[config.mk]
export PLATFORM = sky130hd
export DESIGN_NAME = decode_sb
export DESIGN_NICKNAME = d
export VERILOG_FILES = /design/src/rtl/decode_sb.sv
export SDC_FILE = /design/constraint.sdc
export NUM_CORES = 1
export LEC_CHECK = 0
export BUFFER_PORTS_ARGS = -buffer_cell sky130_fd_sc_hd__buf_2
export CORE_AREA = 4 4 157 159
export CTS_BUF_LIST = sky130_fd_sc_hd__clkbuf_4
export DETAILED_ROUTE_END_ITERATION = 12
export DIE_AREA = 0 0 161 163
export HOLD_SLACK_MARGIN = 0.05
export PLACE_DENSITY = 0.85
export SYNTH_ARGS = -nofsm -noshare
export SYNTH_HDL_FRONTEND = slang
export SYNTH_SLANG_ARGS = --single-unit
[constraint.sdc]
create_clock -name clk_i -period 4.5 [get_ports clk_i]
set_input_delay 0.675 -clock clk_i [delete_from_list [all_inputs] [get_ports clk_i]]
set_output_delay 0.675 -clock clk_i [all_outputs]
set_load 0.02 [all_outputs]
[src/rtl/decode_sb.sv]
// RV32I decode stage with operand forwarding and a load-use scoreboard.
// One registered micro-op slot towards execute, valid/ready on both sides.
package decode_sb_pkg;
    localparam int XLEN = 32;

    localparam logic [6:0] OPC_LUI    = 7'h37;
    localparam logic [6:0] OPC_AUIPC  = 7'h17;
    localparam logic [6:0] OPC_JAL    = 7'h6f;
    localparam logic [6:0] OPC_JALR   = 7'h67;
    localparam logic [6:0] OPC_BRANCH = 7'h63;
    localparam logic [6:0] OPC_LOAD   = 7'h03;
    localparam logic [6:0] OPC_STORE  = 7'h23;
    localparam logic [6:0] OPC_OP_IMM = 7'h13;
    localparam logic [6:0] OPC_OP     = 7'h33;

    typedef enum logic [3:0] {
        ALU_ADD, ALU_SUB, ALU_SLL, ALU_SLT, ALU_SLTU,
        ALU_XOR, ALU_SRL, ALU_SRA, ALU_OR, ALU_AND, ALU_PASS_B
    } alu_op_e;

    typedef enum logic [2:0] {
        CMP_EQ  = 3'b000, CMP_NE  = 3'b001,
        CMP_LT  = 3'b100, CMP_GE  = 3'b101,
        CMP_LTU = 3'b110, CMP_GEU = 3'b111
    } cmp_op_e;

    typedef enum logic [1:0] {EX_ALU, EX_PC4, EX_MEM} ex_sel_e;

    typedef struct packed {
        logic            valid;
        logic [XLEN-1:0] pc;
        logic [XLEN-1:0] rs1_v;
        logic [XLEN-1:0] rs2_v;
        logic [XLEN-1:0] imm;
        logic [4:0]      rd_s;
        logic            rd_we;
        alu_op_e         alu_op;
        cmp_op_e         cmp_op;
        logic            alu_sel_a_pc;
        logic            alu_sel_b_imm;
        ex_sel_e         ex_mux_sel;
        logic [2:0]      funct3;
        logic            is_load;
        logic            is_store;
        logic            is_jump;
        logic            is_jump_conditional;
    } id_ex_t;
endpackage

module decode_sb
    import decode_sb_pkg::*;
#(
    parameter int NUM_FWD = 2,
    parameter int CNT_W   = 32
) (
    input  logic                    clk_i,
    input  logic                    rst_ni,
    input  logic                    flush_i,
    input  logic                    in_valid_i,
    output logic                    in_ready_o,
    input  logic [31:0]             in_instr_i,
    input  logic [XLEN-1:0]         in_pc_i,
    output logic [4:0]              rs1_s_o,
    output logic [4:0]              rs2_s_o,
    input  logic [XLEN-1:0]         rs1_v_i,
    input  logic [XLEN-1:0]         rs2_v_i,
    input  logic [NUM_FWD-1:0]      fwd_valid_i,
    input  logic [NUM_FWD*5-1:0]    fwd_rd_s_i,
    input  logic [NUM_FWD*XLEN-1:0] fwd_rd_v_i,
    input  logic                    ld_done_i,
    input  logic [4:0]              ld_done_rd_i,
    output id_ex_t                  out_o,
    input  logic                    out_ready_i,
    output logic [CNT_W-1:0]        stall_cnt_o
);
    logic [6:0]  opc;
    logic [2:0]  f3;
    logic [4:0]  rs1, rs2, rd;
    logic [31:0] imm_i, imm_s, imm_b, imm_u, imm_j;
    logic        is_lui, is_auipc, is_jal, is_jalr;
    logic        is_br, is_ld, is_st, is_opi, is_op;
    logic        rs1_used, rs2_used;
    logic        hz1, hz2, hazard, space, cap;
    logic [31:1] pending_q;
    logic [31:0] pend_w, set_v, clr_v;
    logic [CNT_W-1:0] stall_q;
    id_ex_t      d, out_q;

    assign opc = in_instr_i[6:0];
    assign f3  = in_instr_i[14:12];
    assign rs1 = in_instr_i[19:15];
    assign rs2 = in_instr_i[24:20];
    assign rd  = in_instr_i[11:7];

    assign imm_i = {{20{in_instr_i[31]}}, in_instr_i[31:20]};
    assign imm_s = {{20{in_instr_i[31]}}, in_instr_i[31:25],
                    in_instr_i[11:7]};
    assign imm_b = {{19{in_instr_i[31]}}, in_instr_i[31], in_instr_i[7],
                    in_instr_i[30:25], in_instr_i[11:8], 1'b0};
    assign imm_u = {in_instr_i[31:12], 12'b0};
    assign imm_j = {{11{in_instr_i[31]}}, in_instr_i[31],
                    in_instr_i[19:12], in_instr_i[20],
                    in_instr_i[30:21], 1'b0};

    assign is_lui   = opc == OPC_LUI;
    assign is_auipc = opc == OPC_AUIPC;
    assign is_jal   = opc == OPC_JAL;
    assign is_jalr  = opc == OPC_JALR;
    assign is_br    = opc == OPC_BRANCH;
    assign is_ld    = opc == OPC_LOAD;
    assign is_st    = opc == OPC_STORE;
    assign is_opi   = opc == OPC_OP_IMM;
    assign is_op    = opc == OPC_OP;

    // Reverse scan so the lowest-index (youngest) matching port wins.
    function automatic logic [XLEN-1:0] fwd_sel(
        input logic [4:0] rs, input logic [XLEN-1:0] rf);
        logic [XLEN-1:0] v;
        v = rf;
        for (int i = NUM_FWD - 1; i >= 0; i--) begin
            if (fwd_valid_i[i] && rs != 5'd0 &&
                fwd_rd_s_i[i*5 +: 5] == rs)
                v = fwd_rd_v_i[i*XLEN +: XLEN];
        end
        if (rs == 5'd0) v = '0;
        return v;
    endfunction

    function automatic alu_op_e alu_dec(
        input logic [2:0] fn, input logic alt);
        alu_op_e a;
        unique case (fn)
            3'b000:  a = alt ? ALU_SUB : ALU_ADD;
            3'b001:  a = ALU_SLL;
            3'b010:  a = ALU_SLT;
            3'b011:  a = ALU_SLTU;
            3'b100:  a = ALU_XOR;
            3'b101:  a = alt ? ALU_SRA : ALU_SRL;
            3'b110:  a = ALU_OR;
            default: a = ALU_AND;
        endcase
        return a;
    endfunction

    always_comb begin
        d          = '0;
        d.valid    = 1'b1;
        d.pc       = in_pc_i;
        d.rd_s     = rd;
        d.funct3   = f3;
        d.rs1_v    = fwd_sel(rs1, rs1_v_i);
        d.rs2_v    = fwd_sel(rs2, rs2_v_i);
        rs1_used   = 1'b1;
        rs2_used   = 1'b0;
        unique case (1'b1)
            is_lui: begin
                d.imm = imm_u; d.alu_op = ALU_PASS_B;
                d.alu_sel_b_imm = 1'b1; d.rd_we = 1'b1;
                rs1_used = 1'b0;
            end
            is_auipc: begin
                d.imm = imm_u; d.alu_sel_a_pc = 1'b1;
                d.alu_sel_b_imm = 1'b1; d.rd_we = 1'b1;
                rs1_used = 1'b0;
            end
            is_jal: begin
                d.imm = imm_j; d.alu_sel_a_pc = 1'b1;
                d.alu_sel_b_imm = 1'b1; d.ex_mux_sel = EX_PC4;
                d.rd_we = 1'b1; d.is_jump = 1'b1;
                rs1_used = 1'b0;
            end
            is_jalr: begin
                d.imm = imm_i; d.alu_sel_b_imm = 1'b1;
                d.ex_mux_sel = EX_PC4; d.rd_we = 1'b1;
                d.is_jump = 1'b1;
            end
            is_br: begin
                d.imm = imm_b; d.alu_sel_a_pc = 1'b1;
                d.alu_sel_b_imm = 1'b1; d.cmp_op = cmp_op_e'(f3);
                d.is_jump_conditional = 1'b1; rs2_used = 1'b1;
            end
            is_ld: begin
                d.imm = imm_i; d.alu_sel_b_imm = 1'b1;
                d.ex_mux_sel = EX_MEM; d.rd_we = 1'b1;
                d.is_load = 1'b1;
            end
            is_st: begin
                d.imm = imm_s; d.alu_sel_b_imm = 1'b1;
                d.is_store = 1'b1; rs2_used = 1'b1;
            end
            is_opi: begin
                d.imm = imm_i; d.alu_sel_b_imm = 1'b1;
                d.alu_op = alu_dec(f3, f3 == 3'b101 && in_instr_i[30]);
                d.rd_we = 1'b1;
            end
            is_op: begin
                d.alu_op = alu_dec(f3, in_instr_i[30]);
                d.rd_we = 1'b1; rs2_used = 1'b1;
            end
            default: ;
        endcase
    end

    // A load finishing this cycle no longer blocks its consumer.
    assign pend_w = {pending_q, 1'b0};
    assign hz1 = rs1_used && pend_w[rs1] &&
                 !(ld_done_i && ld_done_rd_i == rs1);
    assign hz2 = rs2_used && pend_w[rs2] &&
                 !(ld_done_i && ld_done_rd_i == rs2);
    assign hazard = in_valid_i && (hz1 || hz2);
    assign space  = !out_q.valid || out_ready_i;

    assign in_ready_o = flush_i || (space && !hazard);
    assign cap        = in_valid_i && in_ready_o && !flush_i;

    assign clr_v = ld_done_i ? (32'd1 << ld_done_rd_i) : 32'd0;
    assign set_v = (cap && d.is_load) ? (32'd1 << rd) : 32'd0;

    always_ff @(posedge clk_i or negedge rst_ni) begin
        if (!rst_ni) begin
            out_q     <= '0;
            pending_q <= '0;
            stall_q   <= '0;
        end else begin
            if (flush_i)          out_q.valid <= 1'b0;
            else if (cap)         out_q       <= d;
            else if (out_ready_i) out_q.valid <= 1'b0;
            pending_q <= (pending_q & ~clr_v[31:1]) | set_v[31:1];
            if (hazard && !flush_i && stall_q != '1)
                stall_q <= stall_q + CNT_W'(1);
        end
    end

    assign rs1_s_o     = rs1;
    assign rs2_s_o     = rs2;
    assign out_o       = out_q;
    assign stall_cnt_o = stall_q;
endmodule

==> results.txt, run 1 <==
Gr ovfl total: 0
DIE AREA: 26200 um^2
Yosys cell types: 57
CTS tree: yes
Number of routed nets with antenna violations: 0
Max-slew headroom: 0.243
CP Class: input port to output port
Flop pwr share: 0.438
Via count: 11067
Placed cell area: 13600 um^2
Final WS setup: 0.976 ns
RR Startpoint: pending_q[2]$_DFF_PN0_
Power per cell area: 372 nW/um^2
Top_reg_cell synth: dfrtp_1
Comb pwr share: 0.244
Hold buffer count at CTS: 0
Area delta synth->final: 25.3%
Clock H-tree levels: 2
R2r endpoint: pending_q[13]$_DFF_PN0_
Synth async-reset ratio: 1.00
Most common cell after layout, fill and taps aside: buf_2
Largest fanout on the critical path: 8
Die width: 161 um
Clock root cell: clkbuf_4
Outcome: completed
Tot GR Track Use: 0.294
Post-DR vias/cell: 5.76
Worst hold slack: 0.113 ns
Post-DP HPWL: 28700 um
Nets: 1760
Post-CTS Resized: 0
Dpl ws: 0.578 ns
Initial Util: 0.492
Clock sink count: 216
Routed Wire Length: 39700 um
Switch Pwr: 1.83 mW
Core area: 23300 um^2
Post-synthesis mux area share: 0.139
Clock Skew: 0.0436 ns
Finished Core Util: 0.617
Net Count, Synth: 1385
VDD IR-drop max: 221 uV
Largest family of logic cells by synthesized area: simple AND/OR/NAND/NOR gates
Total CTS buffers: 57
Clock Latency Late Sink: 0.68 ns
1st-iter DRT viols: 1012
Final Max Slew Viols: 0
Max-Cap Viols: 0
Final Critical Period: 3.52 ns
Xor/xnor share of the synthesized area: 0.0466
Worst-margin pin slew: 1.14 ns
Post-CTS Repair Setup Buffers: 0
Layout Cells excl Fill: 1920
Clock transition at the registers of the reported paths: 0.07 ns
Synthesized-area fraction occupied by and/or/nand/nor cells: 0.150
Post-synth EDFFs: 0
Cell Rows: 56
Placed insts: 1804
CTS Buffer Depth: 3
Reg-to-reg slack, setup: 1.28 ns
PortBufs: 410
Final GP Congestion: 0.954
Filler cells: 1989
Most frequent cells in the layout: buf_2, dfrtp_1, nand2_1
1st-pass router iterations: 7
Largest net degree at the start of global routing: 135
Sequential fraction of the synthesis area: 0.472
DR DRC count: 0
Yosys synthesis warning count: 0
Total design power: 5.34 mW
Syn avg cell area: 9.80 um^2
Compound-Gate Fraction of Synth Area: 0.147
Post-detailed-route wirelength per cell: 20.7 um
Initial antenna violation count: 16
Required time worst endpoint: 3.83 ns
RSZ-0062 raised after global routing: no
Mapped Area: 11500 um^2
Cell leakage power: 7.18 nW
Worst Setup End Kind: output port
Number of global-route vias before repair: 10842
Sw Ratio: 0.343
Final hold vios: 0
Synth Area in Adders: 0.00109
Finished Cell Area: 14400 um^2
Clk network pwr share: 0.318
Period utilization: 0.783
Register bit total from synthesis: 216
Area of the multi-input gates: 5580 um^2
R2R cell count: 7
Setup violators final: 0
Cells after Synth: 1169
I/O pin count: 411
Crit path launch type: input port
CP arrival: 2.85 ns
Seq. cell area: 5410 um^2
Die Y: 163 um
Fraction of layout cells with a size suffix above 1: 0.374
Fmax: 284 MHz
Setup TNS: 0 ns
Hold Path Class: input port to async pin
Pint: 3.50 mW
First-pass GRT wire length: 61000 um
==> kinds of logic (layout without fill, tap and decap cells) <==
kind of cell	after synthesis	in the layout
adder cells (fa/ha/maj)	1	1
other	0	12
XOR/XNOR	61	61
buffers and inverters	113	533
AND/OR/NAND/NOR	356	356
flip-flops	216	216
AO/OA/AOI/OAI	283	283
multiplexers	139	139
==> power by group through the flow <==
stage	clock network, mW	logic [mW]	registers, mW
3_3_place_gp	0	1.26	2.36
2_1_floorplan	0	0.437	2.66
3_5_place_dp	0	1.30	2.37
6_report	1.70	1.30	2.34
5_1_grt	1.86	1.40	2.37
4_1_cts	1.74	1.30	2.34
==> sequential cells by signal, summed over array words and instances, names as in the netlist <==
signal       count
out_o          153
stall_cnt_o     32
pending_q       31
==> how the worst max path moves through the flow <==
stage / from / endpoint / slack, ns / depth (start not counted)
3_5_place_dp: in_instr_i[15] / pending_q[13]$_DFF_PN0_ / 0.58 / 8
3_3_place_gp: in_instr_i[20] / pending_q[1]$_DFF_PN0_ / 0.67 / 9
6_report: in_instr_i[1] / in_ready_o / 0.98 / 9
4_1_cts: in_instr_i[1] / in_ready_o / 1.05 / 9
2_1_floorplan: in_instr_i[15] / pending_q[5]$_DFF_PN0_ / 1.20 / 10
5_1_grt: in_instr_i[1] / in_ready_o / 0.89 / 9
==> critical path, cell delays in order <==
cell       delay, ns
buf_2           0.11
nand2_1         0.18
or4bb_1         0.62
a32o_1          0.26
a2111oi_0       0.37
buf_4           0.19
o21ai_0         0.08
a21o_1          0.20
buf_2           0.16
==> area by class of cell <==
type	instances	area share
repair buffers	422	0.153
clock buffers	82	0.0429
flip-flops and latches	216	0.377
well taps	319	0.0278
inverters	7	0.00183
clock inverters	22	0.00706
diodes	12	0.00209
multi-input cells	840	0.388
==> routing by layer <==
layer | share of wire | GRT usage | vias up
li1 | - | - | 4978
met1 | 0.37 | 0.352 | 5286
met2 | 0.49 | 0.493 | 660
met3 | 0.090 | 0.0835 | 135
met4 | 0.046 | 0.138 | 8
met5 | 0.0016 | 0 | -
==> Yosys cell counts, drive strengths merged (4+ instances only) <==
| master | count | area [um^2] |
|---|---|---|
| nor4 | 14 | 87.6 |
| xnor2 | 15 | 131 |
| a21oi | 24 | 120 |
| o21ai | 160 | 801 |
| xor2 | 46 | 403 |
| clkbuf | 57 | 214 |
| mux4 | 11 | 248 |
| and2 | 5 | 31.3 |
| mux2i | 75 | 751 |
| or3 | 7 | 43.8 |
| and4 | 5 | 43.8 |
| a22oi | 5 | 37.5 |
| a221oi | 4 | 35.0 |
| inv | 7 | 26.3 |
| nand3 | 21 | 105 |
| nor2 | 28 | 105 |
| a21o | 11 | 82.6 |
| nand4 | 19 | 119 |
| nand3b | 5 | 37.5 |
| dfrtp | 216 | 5410 |
| and3 | 6 | 37.5 |
| or4b | 4 | 43.8 |
| mux2 | 53 | 597 |
| nor3 | 16 | 80.1 |
| o31ai | 66 | 495 |
| nand2 | 195 | 732 |
| nor2b | 6 | 37.5 |
| nand2b | 8 | 50.1 |
| buf | 49 | 269 |
(Power assumes the default switching activity.)
==> inputs of run 2 (changes only) <==
- CORE_AREA: 4 4 157 159 -> 4 4 158 160
- DIE_AREA: 0 0 161 163 -> 0 0 162 164
- PLACE_DENSITY: 0.85 -> 0.84
- clock period: 4.5 -> 3.6 ns (I/O delays scaled with it)
==> run 2 against run 1 <==
Effect of this change: power grew 29%; design area rose by 3.6%; final cell count increased by 2.7%; critical path depth down 1; count of clock-buffer cells in the layout shrank 2; wire length rose by 4.6%.
==> results.txt, run 2 (same netlist as run 1, synthesis figures left out) <==
Die width: 162 um (+0.62%)
Cell Rows: 56 (unchanged)
Cell leakage power: 7.42 nW (+3.3%)
Routed Wire Length: 41500 um (+4.6%)
VDD IR-drop max: 267 uV (+21%)
Core area: 23400 um^2 (+0.60%)
Final GP Congestion: 0.989 (+3.7%)
Fraction of layout cells with a size suffix above 1: 0.370 (-0.00455)
Hold_sp: in_instr_i[31]
Post-CTS Repair Setup Buffers: 0 (unchanged)
Worst Setup End Kind: output port
Clock transition at the registers of the reported paths: 0.06 ns (about the same)
Final Critical Period: 3.41 ns
Crit path launch type: flop
DIE AREA: 26600 um^2 (+1.2%)
Number of global-route vias before repair: 11275 (+4.0%)
Largest net degree at the start of global routing: 159 (+18%)
CTS tree: yes
Tot GR Track Use: 0.304 (+0.0104)
Filler cells: 1961 (-1.4%)
Required time worst endpoint: 3.06 ns (-0.77 ns)
Layout Cells excl Fill: 1971 (+2.7%)
Clock Latency Late Sink: 0.71 ns (+0.03 ns)
Max-slew headroom: 0.361 (+0.118)
Most common cell after layout, fill and taps aside: buf_2
CP arrival: 2.87 ns (+0.02 ns)
Setup TNS: 0 ns (unchanged)
Initial Util: 0.490 (-0.00295)
Initial antenna violation count: 17 (+1)
Number of routed nets with antenna violations: 0 (unchanged)
Gr ovfl total: 0 (unchanged)
Post-DR vias/cell: 5.69 (-1.3%)
Area delta synth->final: 29.9%
Most frequent cells in the layout: buf_2, dfrtp_1, nand2_1
Worst Hold Path EP: out_o[55]$_DFFE_PN0P_
Power per cell area: 462 nW/um^2 (+24%)
Fmax: 294 MHz
CTS Buffer Depth: 3 (unchanged)
CP Class: flop to output port
Post-DP HPWL: 29800 um (+3.8%)
Final hold vios: 0 (unchanged)
Clock Skew: 0.0862 ns (+0.0426 ns)
Reg-to-reg slack, setup: 0.47 ns (-0.81 ns)
I/O pin count: 411 (unchanged)
PortBufs: 410 (unchanged)
RR Startpoint: pending_q[7]$_DFF_PN0_
First-pass GRT wire length: 63900 um (+4.7%)
Placed insts: 1821 (+0.94%)
Dpl ws: 0.0689 ns (-0.509 ns)
Setup violators final: 0 (unchanged)
Post-detailed-route wirelength per cell: 21.1 um (+1.9%)
Clock H-tree levels: 2 (unchanged)
Largest fanout on the critical path: 3 (-5)
Total CTS buffers: 58 (+1.8%)
Hold Path Class: input port to flop
1st-pass router iterations: 7 (unchanged)
Outcome: completed
Max-Cap Viols: 0 (unchanged)
Final Max Slew Viols: 0 (unchanged)
R2R cell count: 7 (unchanged)
R2r endpoint: pending_q[9]$_DFF_PN0_
Period utilization: 0.946
Clock sink count: 216 (unchanged)
Nets: 1810 (+2.8%)
Via count: 11218 (+1.4%)
Final WS setup: 0.195 ns (-0.781 ns)
Finished Core Util: 0.636 (+0.0186)
1st-iter DRT viols: 1137 (+12%)
Max reg flops: 153 (unchanged)
RSZ-0062 raised after global routing: no
Clock root cell: clkbuf_4
WHS Path Cells: 3
Worst hold slack: 0.124 ns (+0.0113 ns)
DR DRC count: 0 (unchanged)
Die Y: 164 um (+0.61%)
Worst-margin pin slew: 0.958 ns (-0.177 ns)
[run 2: cell types whose count changed in the layout (fill, tap and decap cells not counted), sizes merged]
cell	change
dlygate4sd3	+32
clkinv	+2
buf	+17
diode	-1
bufinv	+2
clkbuf	-2
inv	+1
[run 2: area by class of cell]
cell class	count	area (um^2)	share of cell area
Clock inverter	27	166	0.0112
Timing Repair Buffer	471	2680	0.180
Sequential cell	216	5410	0.363
Multi-Input combinational cell	840	5580	0.375
Antenna cell	11	27.5	0.00185
Tap cell	319	399	0.0268
Inverter	7	26.3	0.00177
Clock buffer	80	601	0.0404
[run 2: worst max-delay path, stage by stage (launching register included)]
cell	delay (ns)
dfrtp_1	0.41
mux4_2	0.26
inv_1	0.04
a211o_1	0.27
a2111oi_1	0.52
buf_4	0.21
o21ai_0	0.07
a21o_1	0.21
buf_2	0.17
[run 2: per-stage QoR]
stage	power, mW	cell area [um^2]
6_report	6.87	14900
3_3_place_gp	4.54	13800
2_1_floorplan	3.88	11500
4_1_cts	6.87	14800
3_5_place_dp	4.59	13800
5_1_grt	7.22	14900
[run 2: worst max-delay path by stage]
stage / from / endpoint / slack (ns) / depth (start not counted)
after global routing: pending_q[7]$_DFF_PN0_ / in_ready_o / 0.09 / 8
after floorplan: in_instr_i[15] / pending_q[5]$_DFF_PN0_ / 0.43 / 10
final: pending_q[7]$_DFF_PN0_ / in_ready_o / 0.19 / 8
after global placement: in_instr_i[5] / out_o[135]$_DFFE_PN0P_ / 0.13 / 7
after CTS: pending_q[7]$_DFF_PN0_ / in_ready_o / 0.08 / 8
after detailed placement: in_instr_i[5] / out_o[134]$_DFFE_PN0P_ / 0.07 / 7
[run 2: timing repair]
action | in CTS | in global routing
resized for setup | 0 | 1
hold buffers | 32 | 0
setup endpoints to repair | 0 | 1
hold endpoints to repair | 128 | 0
[run 2: layer usage]
metal  routed length (um)  GRT usage  part of all wire  vias up
met5                   77          0            0.0019        -
met4                 2220      0.160             0.053       12
met3                 3990     0.0966             0.096      158
met2                20100      0.498              0.48      631
met1                15100      0.361              0.36     5330
li1                     -          -                 -     5087
[run 2: power breakdown]
group          switching [mW]  leakage, nW  internal (mW)  total (mW)
Combinational            1.06         4.16          0.621        1.68
Clock                    1.07        0.446           1.18        2.26
Sequential              0.201         2.82           2.73        2.93
==> inputs of run 3 (changes only) <==
- CELL_PAD_IN_SITES_DETAIL_PLACEMENT: default -> 0
- CELL_PAD_IN_SITES_GLOBAL_PLACEMENT: default -> 1
- CORE_AREA: 4 4 158 160 -> default
- CORE_ASPECT_RATIO: default -> 1.1
- CORE_MARGIN: default -> 4
- CORE_UTILIZATION: default -> 38
- DIE_AREA: 0 0 162 164 -> default
- PLACE_DENSITY: 0.84 -> 0.88
==> run 3 against run 2 <==
Effect of this change: die area up 24%; power is 2.8% lower; hold slack worse by 0.0079 ns; design area grew 0.74%; largest power group unchanged.
==> results.txt, run 3 (same netlist as run 1, synthesis figures left out) <==
WHS Path Cells: 2 (-1)
Routed Wire Length: 40900 um (-1.5%)
R2r endpoint: out_o[136]$_DFFE_PN0P_
Outcome: completed
RR Startpoint: pending_q[2]$_DFF_PN0_
Worst Hold Path EP: out_o[152]$_DFFE_PN0P_
CP Class: flop to output port
DIE AREA: 33000 um^2 (+24%)
Placed insts: 1879 (+3.2%)
Fmax: 297 MHz (+0.99%)
Final WS setup: 0.228 ns (+0.0335 ns)
Clk network pwr share: 0.312 (-0.016)
Reg-to-reg slack, setup: 0.53 ns (+0.06 ns)
VDD IR-drop max: 266 uV (-0.25%)
RSZ-0062 raised after global routing: no
Switch Pwr: 2.25 mW (-3.6%)
Final Critical Period: 3.37 ns (-0.0335 ns)
CTS Buffer Depth: 3 (unchanged)
1st-iter DRT viols: 802 (-29%)
Most common cell after layout, fill and taps aside: buf_2
Period utilization: 0.937 (-0.00930)
Cell Rows: 66 (+18%)
DR DRC count: 0 (unchanged)
R2R cell count: 7 (unchanged)
Final Max Slew Viols: 0 (unchanged)
Post-DP HPWL: 30000 um (+0.83%)
Largest net degree at the start of global routing: 149 (-6.3%)
Finished Core Util: 0.506 (-0.130)
Clock Skew: 0.0745 ns (-0.0117 ns)
PortBufs: 410 (unchanged)
1st-pass router iterations: 6 (-1)
Clock Latency Late Sink: 0.73 ns (+0.02 ns)
Setup TNS: 0 ns (unchanged)
Worst-margin pin slew: 0.925 ns (-0.0327 ns)
Post-DR vias/cell: 5.41 (-5.0%)
Clock root cell: clkbuf_4
Die width: 174 um (+7.1%)
Comb pwr share: 0.250 (+0.006)
Total CTS buffers: 58 (unchanged)
Required time worst endpoint: 3.06 ns (about the same)
First-pass GRT wire length: 62300 um (-2.5%)
Post-CTS Repair Setup Buffers: 0 (unchanged)
Initial Util: 0.386 (-0.103)
Core area: 29600 um^2 (+27%)
Clock H-tree levels: 2 (unchanged)
Most frequent cells in the layout: buf_2, dfrtp_1, nand2_1
Power per cell area: 445 nW/um^2 (-3.6%)
Gr ovfl total: 0 (unchanged)
Pint: 4.43 mW (-2.5%)
Dpl ws: 0.144 ns (+0.0748 ns)
Max-Cap Viols: 0 (unchanged)
Via count: 10956 (-2.3%)
Tot GR Track Use: 0.238 (-0.0659)
Hold Path Class: input port to flop
CTS tree: yes
Crit path launch type: flop
Die Y: 190 um (+16%)
Initial antenna violation count: 16 (-1)
Final GP Congestion: 0.924 (-6.6%)
Clock transition at the registers of the reported paths: 0.06 ns (about the same)
Setup violators final: 0 (unchanged)
Worst hold slack: 0.116 ns (-0.00789 ns)
Max-slew headroom: 0.381 (+0.0202)
Worst Setup End Kind: output port
Filler cells: 2809 (+43%)
Number of routed nets with antenna violations: 0 (unchanged)
Number of global-route vias before repair: 10992 (-2.5%)
Hold_sp: flush_i
Flop pwr share: 0.437 (+0.010)
Max reg flops: 153 (unchanged)
Fraction of layout cells with a size suffix above 1: 0.372 (+0.00244)
Sw Ratio: 0.337 (-0.00265)
Finished Cell Area: 15000 um^2 (+0.74%)
Cell leakage power: 7.45 nW (+0.38%)
CP arrival: 2.83 ns (-0.04 ns)
Largest fanout on the critical path: 3 (unchanged)
Nets: 1820 (+0.55%)
Area delta synth->final: 30.8%
Post-detailed-route wirelength per cell: 20.2 um (-4.2%)
I/O pin count: 411 (unchanged)
Total design power: 6.67 mW (-2.8%)
Layout Cells excl Fill: 2027 (+2.8%)
Clock sink count: 216 (unchanged)
Placed cell area: 13900 um^2 (+0.82%)
Final hold vios: 0 (unchanged)
run 3: cell count changes in the layout (fill, tap and decap cells not counted), sizes merged:
cell | before | now
buf | 439 | 441
bufinv | 2 | 0
clkbuf | 80 | 85
clkinv | 23 | 13
diode | 11 | 12
dlygate4sd3 | 32 | 39
inv | 9 | 7
run 3: final cells by class:
cell class / instances / area [um^2] / area share
multi-input cells: 840 / 5580 / 0.372
clock buffers: 84 / 631 / 0.0421
diodes: 12 / 30.0 / 0.00200
repair buffers: 481 / 2790 / 0.186
inverters: 7 / 26.3 / 0.00175
flip-flops and latches: 216 / 5410 / 0.361
well taps: 374 / 468 / 0.0312
clock inverters: 13 / 61.3 / 0.00409
run 3: worst max-delay path: stages (launching register included):
cell	delay, ns
dfrtp_1	0.37
mux4_2	0.24
inv_1	0.04
a211o_1	0.28
a2111oi_1	0.50
buf_4	0.20
o21ai_0	0.09
a21o_1	0.23
buf_2	0.17
run 3: what timing repair did:
| action | CTS | global route |
|---|---|---|
| endpoints found under the hold margin | 141 | 0 |
| hold buffers | 39 | 0 |
| gates resized for setup | 0 | 1 |
| setup endpoints to repair | 0 | 1 |
run 3: metal layers:
layer | GRT usage | vias up | wire length [um]
li1 | - | 5086 | -
met1 | 0.274 | 5273 | 15300
met2 | 0.419 | 495 | 20800
met3 | 0.0630 | 94 | 3310
met4 | 0.106 | 8 | 1440
met5 | 0 | - | 43
run 3: power groups by stage:
| stage | combinational [mW] | clock (mW) | sequential, mW |
|---|---|---|---|
| after floorplan | 0.546 | 0 | 3.33 |
| after global placement | 1.62 | 0 | 2.95 |
| after detailed placement | 1.64 | 0 | 2.96 |
| after CTS | 1.68 | 2.16 | 2.92 |
| after global routing | 1.80 | 2.27 | 2.96 |
| final | 1.67 | 2.08 | 2.92 |
run 3: how the worst max path moves through the flow:
| stage | startpoint | slack, ns | endpoint |
|---|---|---|---|
| detailed placement | in_instr_i[5] | 0.14 | out_o[136]$_DFFE_PN0P_ |
| global placement | in_instr_i[5] | 0.19 | out_o[122]$_DFFE_PN0P_ |
| CTS | pending_q[4]$_DFF_PN0_ | 0.14 | in_ready_o |
| floorplan | in_instr_i[15] | 0.43 | pending_q[5]$_DFF_PN0_ |
| global route | pending_q[4]$_DFF_PN0_ | 0.07 | in_ready_o |
| finish | pending_q[4]$_DFF_PN0_ | 0.23 | in_ready_o |
